## src/rtl/spram_bus_ctrl_if.sv

```systemverilog
// CPU-side request/acknowledge bus of the SPRAM bus controller.
// The master (CPU) raises bus_cyc with a stable command and holds it until
// it sees the one-cycle bus_ack pulse; read data is valid with that pulse.
interface spram_bus_ctrl_if #(
    parameter int ADDR_W = 14,
    parameter int DATA_W = 16
) ();
    logic              bus_cyc;
    logic              bus_write;
    logic [ADDR_W-1:0] bus_addr;
    logic [DATA_W-1:0] bus_wrdata;
    logic [DATA_W-1:0] bus_rddata;
    logic              bus_ack;

    modport master (
        output bus_cyc,
        output bus_write,
        output bus_addr,
        output bus_wrdata,
        input  bus_rddata,
        input  bus_ack
    );

    modport slave (
        input  bus_cyc,
        input  bus_write,
        input  bus_addr,
        input  bus_wrdata,
        output bus_rddata,
        output bus_ack
    );
endinterface

```

## src/rtl/spram_bus_ctrl.sv

```systemverilog
// Bridges a simple held-request CPU bus onto a single-port RAM with a fixed
// read latency. One access at a time: IDLE accepts, ISSUE drives the RAM,
// WAIT counts out the read latency, ACK pulses completion for one cycle.
// Every output is registered; dropping bus_cyc mid-access aborts it quietly.
module spram_bus_ctrl #(
    parameter int ADDR_W     = 14,
    parameter int DATA_W     = 16,
    parameter int RD_LATENCY = 1
) (
    input  logic              clk,
    input  logic              rst,
    spram_bus_ctrl_if.slave   bus,
    output logic [ADDR_W-1:0] spram_addr,
    output logic [DATA_W-1:0] spram_din,
    output logic              spram_wren,
    output logic              spram_cs,
    input  logic [DATA_W-1:0] spram_dout
);

    // Two bits cover the whole supported latency range (counter loads 0..3).
    localparam int CNT_W = 2;

    typedef enum logic [1:0] {
        IDLE  = 2'd0,
        ISSUE = 2'd1,
        WAIT  = 2'd2,
        ACK   = 2'd3
    } state_t;

    state_t            state,      state_nxt;
    logic              wr_flag,    wr_flag_nxt;
    logic [CNT_W-1:0]  cnt,        cnt_nxt;
    logic              ack,        ack_nxt;
    logic [DATA_W-1:0] rddata,     rddata_nxt;
    logic [ADDR_W-1:0] addr_nxt;
    logic [DATA_W-1:0] din_nxt;
    logic              wren_nxt;
    logic              cs_nxt;

    assign bus.bus_ack    = ack;
    assign bus.bus_rddata = rddata;

    // State and all registered outputs; reset clears everything at once.
    always_ff @(posedge clk or negedge rst) begin
        if (!rst) begin
            state      <= IDLE;
            wr_flag    <= 1'b0;
            cnt        <= '0;
            ack        <= 1'b0;
            rddata     <= '0;
            spram_addr <= '0;
            spram_din  <= '0;
            spram_wren <= 1'b0;
            spram_cs   <= 1'b0;
        end else begin
            state      <= state_nxt;
            wr_flag    <= wr_flag_nxt;
            cnt        <= cnt_nxt;
            ack        <= ack_nxt;
            rddata     <= rddata_nxt;
            spram_addr <= addr_nxt;
            spram_din  <= din_nxt;
            spram_wren <= wren_nxt;
            spram_cs   <= cs_nxt;
        end
    end

    // Next state and next register values; strobes default low, data holds.
    always_comb begin
        state_nxt   = state;
        wr_flag_nxt = wr_flag;
        cnt_nxt     = cnt;
        ack_nxt     = 1'b0;
        rddata_nxt  = rddata;
        addr_nxt    = spram_addr;
        din_nxt     = spram_din;
        wren_nxt    = 1'b0;
        cs_nxt      = 1'b0;

        case (state)
            IDLE: begin
                // The command is sampled only here; later bus changes are ignored.
                if (bus.bus_cyc) begin
                    addr_nxt    = bus.bus_addr;
                    din_nxt     = bus.bus_wrdata;
                    wr_flag_nxt = bus.bus_write;
                    wren_nxt    = bus.bus_write;
                    cs_nxt      = 1'b1;
                    state_nxt   = ISSUE;
                end
            end
            ISSUE: begin
                if (!bus.bus_cyc) begin
                    // Abort; a write strobed this cycle has already landed.
                    state_nxt = IDLE;
                end else if (wr_flag) begin
                    ack_nxt   = 1'b1;
                    state_nxt = ACK;
                end else begin
                    cnt_nxt   = CNT_W'(RD_LATENCY - 1);
                    cs_nxt    = 1'b1;
                    state_nxt = WAIT;
                end
            end
            WAIT: begin
                // Abort wins over capture, so an aborted read never touches rddata.
                if (!bus.bus_cyc) begin
                    state_nxt = IDLE;
                end else if (cnt == '0) begin
                    rddata_nxt = spram_dout;
                    ack_nxt    = 1'b1;
                    state_nxt  = ACK;
                end else begin
                    cnt_nxt = cnt - CNT_W'(1);
                    cs_nxt  = 1'b1;
                end
            end
            ACK: begin
                state_nxt = IDLE;
            end
            default: begin
                state_nxt = IDLE;
            end
        endcase
    end

endmodule

```

## src/flat_wrapper.sv

```systemverilog
// flat-port wrapper written by rule: the top's interface ports become plain ports
module spram_bus_ctrl_flat 
#(
    parameter int ADDR_W     = 14,
    parameter int DATA_W     = 16,
    parameter int RD_LATENCY = 1
)
  (clk, rst, spram_addr, spram_din, spram_wren, spram_cs, spram_dout, bus_bus_cyc, bus_bus_write, bus_bus_addr, bus_bus_wrdata, bus_bus_rddata, bus_bus_ack);
  spram_bus_ctrl_if #(.ADDR_W(ADDR_W), .DATA_W(DATA_W)) bus_i ();
  input  logic clk;
  input  logic rst;
  output logic [ADDR_W-1:0] spram_addr;
  output logic [DATA_W-1:0] spram_din;
  output logic spram_wren;
  output logic spram_cs;
  input  logic [DATA_W-1:0] spram_dout;
  input wire logic [$bits(bus_i.bus_cyc)-1:0] bus_bus_cyc;
  input wire logic [$bits(bus_i.bus_write)-1:0] bus_bus_write;
  input wire logic [$bits(bus_i.bus_addr)-1:0] bus_bus_addr;
  input wire logic [$bits(bus_i.bus_wrdata)-1:0] bus_bus_wrdata;
  output wire logic [$bits(bus_i.bus_rddata)-1:0] bus_bus_rddata;
  output wire logic [$bits(bus_i.bus_ack)-1:0] bus_bus_ack;
  assign bus_i.bus_cyc = bus_bus_cyc;
  assign bus_i.bus_write = bus_bus_write;
  assign bus_i.bus_addr = bus_bus_addr;
  assign bus_i.bus_wrdata = bus_bus_wrdata;
  assign bus_bus_rddata = bus_i.bus_rddata;
  assign bus_bus_ack = bus_i.bus_ack;
  spram_bus_ctrl #(.ADDR_W(ADDR_W), .DATA_W(DATA_W), .RD_LATENCY(RD_LATENCY)) u_core (.clk(clk), .rst(rst), .bus(bus_i), .spram_addr(spram_addr), .spram_din(spram_din), .spram_wren(spram_wren), .spram_cs(spram_cs), .spram_dout(spram_dout));
endmodule
```

## config.mk

```make
export PLATFORM = sky130hd
export DESIGN_NAME = spram_bus_ctrl_flat
export DESIGN_NICKNAME = d
export VERILOG_FILES = /design/src/rtl/spram_bus_ctrl_if.sv /design/src/rtl/spram_bus_ctrl.sv /design/src/flat_wrapper.sv
export SDC_FILE = /design/constraint.sdc
export NUM_CORES = 1
export LEC_CHECK = 0
export ABC_AREA = 1
export CORE_MARGIN = 2
export CORE_UTILIZATION = 42
export DETAILED_ROUTE_END_ITERATION = 10
export PLACE_DENSITY = 0.88
export SETUP_SLACK_MARGIN = 0.1
export SKIP_CTS_REPAIR_TIMING = 1
export SLEW_MARGIN = 5
export SYNTH_ARGS = -nofsm -noshare
export SYNTH_HDL_FRONTEND = slang
export SYNTH_SLANG_ARGS = --single-unit
```

## constraint.sdc

```tcl
create_clock -name clk -period 1.47 [get_ports clk]
set_input_delay 0.294 -clock clk [delete_from_list [all_inputs] [get_ports clk]]
set_output_delay 0.294 -clock clk [all_outputs]
set_load 0.02 [all_outputs]
```

==> out/qor.yml <==
status: "complete, no violations"
cts_buffers: 5
required_ns: 1.67
cap_violations: 0
sw_frac_of_total_pct: 41.0
clkSlewWorstSetupHoldPaths_ns: 0.09
final-setup-viol-count: 0
synth_adder_area_share_pct: 2.65
syn-num-nets: 313
drive_above_1_share_pct: 11.1
wire_per_inst_um: 12.8
layout_commonest_cell: "nand2_1"
slew_headroom_pct: 75.0
period_minus_slack_ns: 1.32
finalCritPeriodShare_pct: 89.5
cpPeakStageDelay_ns: 0.41
wl_mm: 5.53
drc: 0
grt_max_degree: 33
timing.fmax_mhz: 760
slowest_stage: "dfrtp_1"
comb_power_share_pct: 52.6
power_frac_seq_pct: 35.5
crit_family: "flip-flops"
io_pins: 99
grt_pass1_vias: 2015
cellInternalPower_mw: 4.24
max-vdd-ir-drop_mv: 0.994
worst_hold_startpoint: "u_core.spram_din[8]"
start_kind: "flop"
clkSinkCount: 54
die_x_um: 78.9
fin_skew_ns: 0.00423
grt_setup_unrepaired: "true"
totalPowerFinal_mw: 7.17
synth.mux.area_fraction_pct: 0
synthTopCellsByArea: "dfrtp_1, nand2_1, nand3_1, o21ai_2, inv_1"
drt-pass1-iter-count: 4
worst-path-buf-inv: 2
timing_worst_setup_path_type: "flop to flop"
synth_top_area_share_pct: 57.3
cts_root_buf: "clkbuf_8"
synth_xor_area_share_pct: 0
switchingPower_mw: 2.94
fin_hold_ws_ns: 0.475
drtAntennaViolNets: 0
synth_compound_area_share_pct: 6.79
synth_cells: 258
slew_violations: 0
synth_top_family_by_area: "simple AND/OR/NAND/NOR gates"
powerDensity_mw_per_mm2: 1960
pwr-share-clk_pct: 11.8
cp.arrival_ns: 1.52
finish.net_count: 415
power_leakage_nw: 2.37
fp-row-count: 27
end_kind: "flop"
yosys.area.top_type: "dfrtp_1"
crit_start: "u_core.state[0]"
tightest_slew_ns: 0.375
crit_path_max_fanout: 32
avgSynthCellArea_um2: 9.14
vias: 2009
antenna_found_initial: 0
drtIter0Drc: 118
final_cell_mix: "nand2_1, dfrtp_1, dlymetal6s2s_1, clkdlybuf4s50_1, nand3_1"
die_height_um: 78.9
gp_congestion: 0.856
crit_chain: "inv_1 > ha_2 > nand3_4 > buf_12 > nand2_1 > o21ai_2"
yosysWarnings: 0
cts_buffer_depth: 2
ys_seq_elements: 54
viasPerCell: 4.64
synth-simple-area-share_pct: 24.5
grt_usage_pct: 18.4
htree_levels: 2
grt_pass1_wl_mm: 8.96
n_antenna_cell: 0
place_inst: 424
fin_setup_tns_ns: 0
dp_hpwl_mm: 4.05
yosysSeqAreaShare_pct: 57.3
start_util_pct: 43.1
hold_violations: 0
min_path_type: "flop to flop"
fin_cells: 433
overflow: 0
syn_area_mm2: 0.00236
synthDistinctLibCells: 14
fin_util_pct: 66.8
fp.dieArea_mm2: 0.00623
reg2reg_from: "u_core.state[0]"
area_growth_pct: 55.1
io_buffer_count: 98
clk_latency_ns: 0.30
cts_tree: "yes"
core_mm2: 0.00547
## registers in the layout (all words and copies together), names as in the netlist
register / count
u_core.spram_cs: 1
u_core.wr_flag: 1
u_core.spram_wren: 1
u_core.state: 2
u_core.bus.bus_ack: 1
u_core.bus.bus_rddata: 16
u_core.spram_addr: 14
u_core.cnt: 2
u_core.spram_din: 16
## worst min-delay path: cells and delay by family, from the launching register on
kind             cells  cell delay [ns]
AND/OR/NAND/NOR      2             0.10
flip-flops           1             0.35
## power groups by stage
stage	sequential, mW	combinational (mW)	clock [mW]
2_1_floorplan	3.35	1.35	0
3_3_place_gp	2.59	3.78	0
3_5_place_dp	2.58	3.90	0
4_1_cts	2.57	3.91	0.872
5_1_grt	2.63	4.11	0.933
6_report	2.55	3.77	0.850
## synthesized netlist by cell type (all sizes together)
master and n:
nand2 96, dfrtp 54, nand3 36, inv 28, o21ai 17, buf 14
ha 5, nor2 5, a21oi 3
## routing by layer
layer  up-vias  part of all wire [%]  global-route usage, %
met5         -                     0                      0
met4         0                   1.0                   4.83
met3         6                   7.5                   6.36
met2        74                    51                   32.0
met1       928                    41                   21.8
li1       1001                     -                      -
## stage by stage
step | area (um^2) | setup WS [ns]
2_1_floorplan | 2360 | 0.249
3_3_place_gp | 3420 | -0.0149
3_5_place_dp | 3420 | -0.0564
4_1_cts | 3520 | -0.151
5_1_grt | 3660 | 0.0559
6_report | 3660 | 0.154
## worst paths after layout
path	cells past startpoint	slack, ns	to
worst max-delay path	6	0.15	u_core.bus.bus_rddata[8]
worst min-delay path	2	0.47	u_core.spram_din[8]
worst max register to register	6	0.15	u_core.bus.bus_rddata[8]
worst min register to register	2	0.47	u_core.spram_din[8]
max in group asynchronous	3	0.65	u_core.spram_din[13]
min in group asynchronous	3	0.52	u_core.spram_din[14]
## logic make-up after synthesis
kind of cell / count (synthesis)
compound gates: 20
fa+ha+maj: 5
buf+inv: 42
flops: 54
simple gates: 137
## area by class of cell
class	instances	area, um^2
Fill cell	436	1810
Sequential cell	54	1350
Timing Repair Buffer	109	1210
Multi-Input combinational cell	162	805
Inverter	28	105
Tap cell	72	90.1
Clock buffer	6	82.6
Clock inverter	2	12.5
Power figures use the tool's default switching activity.
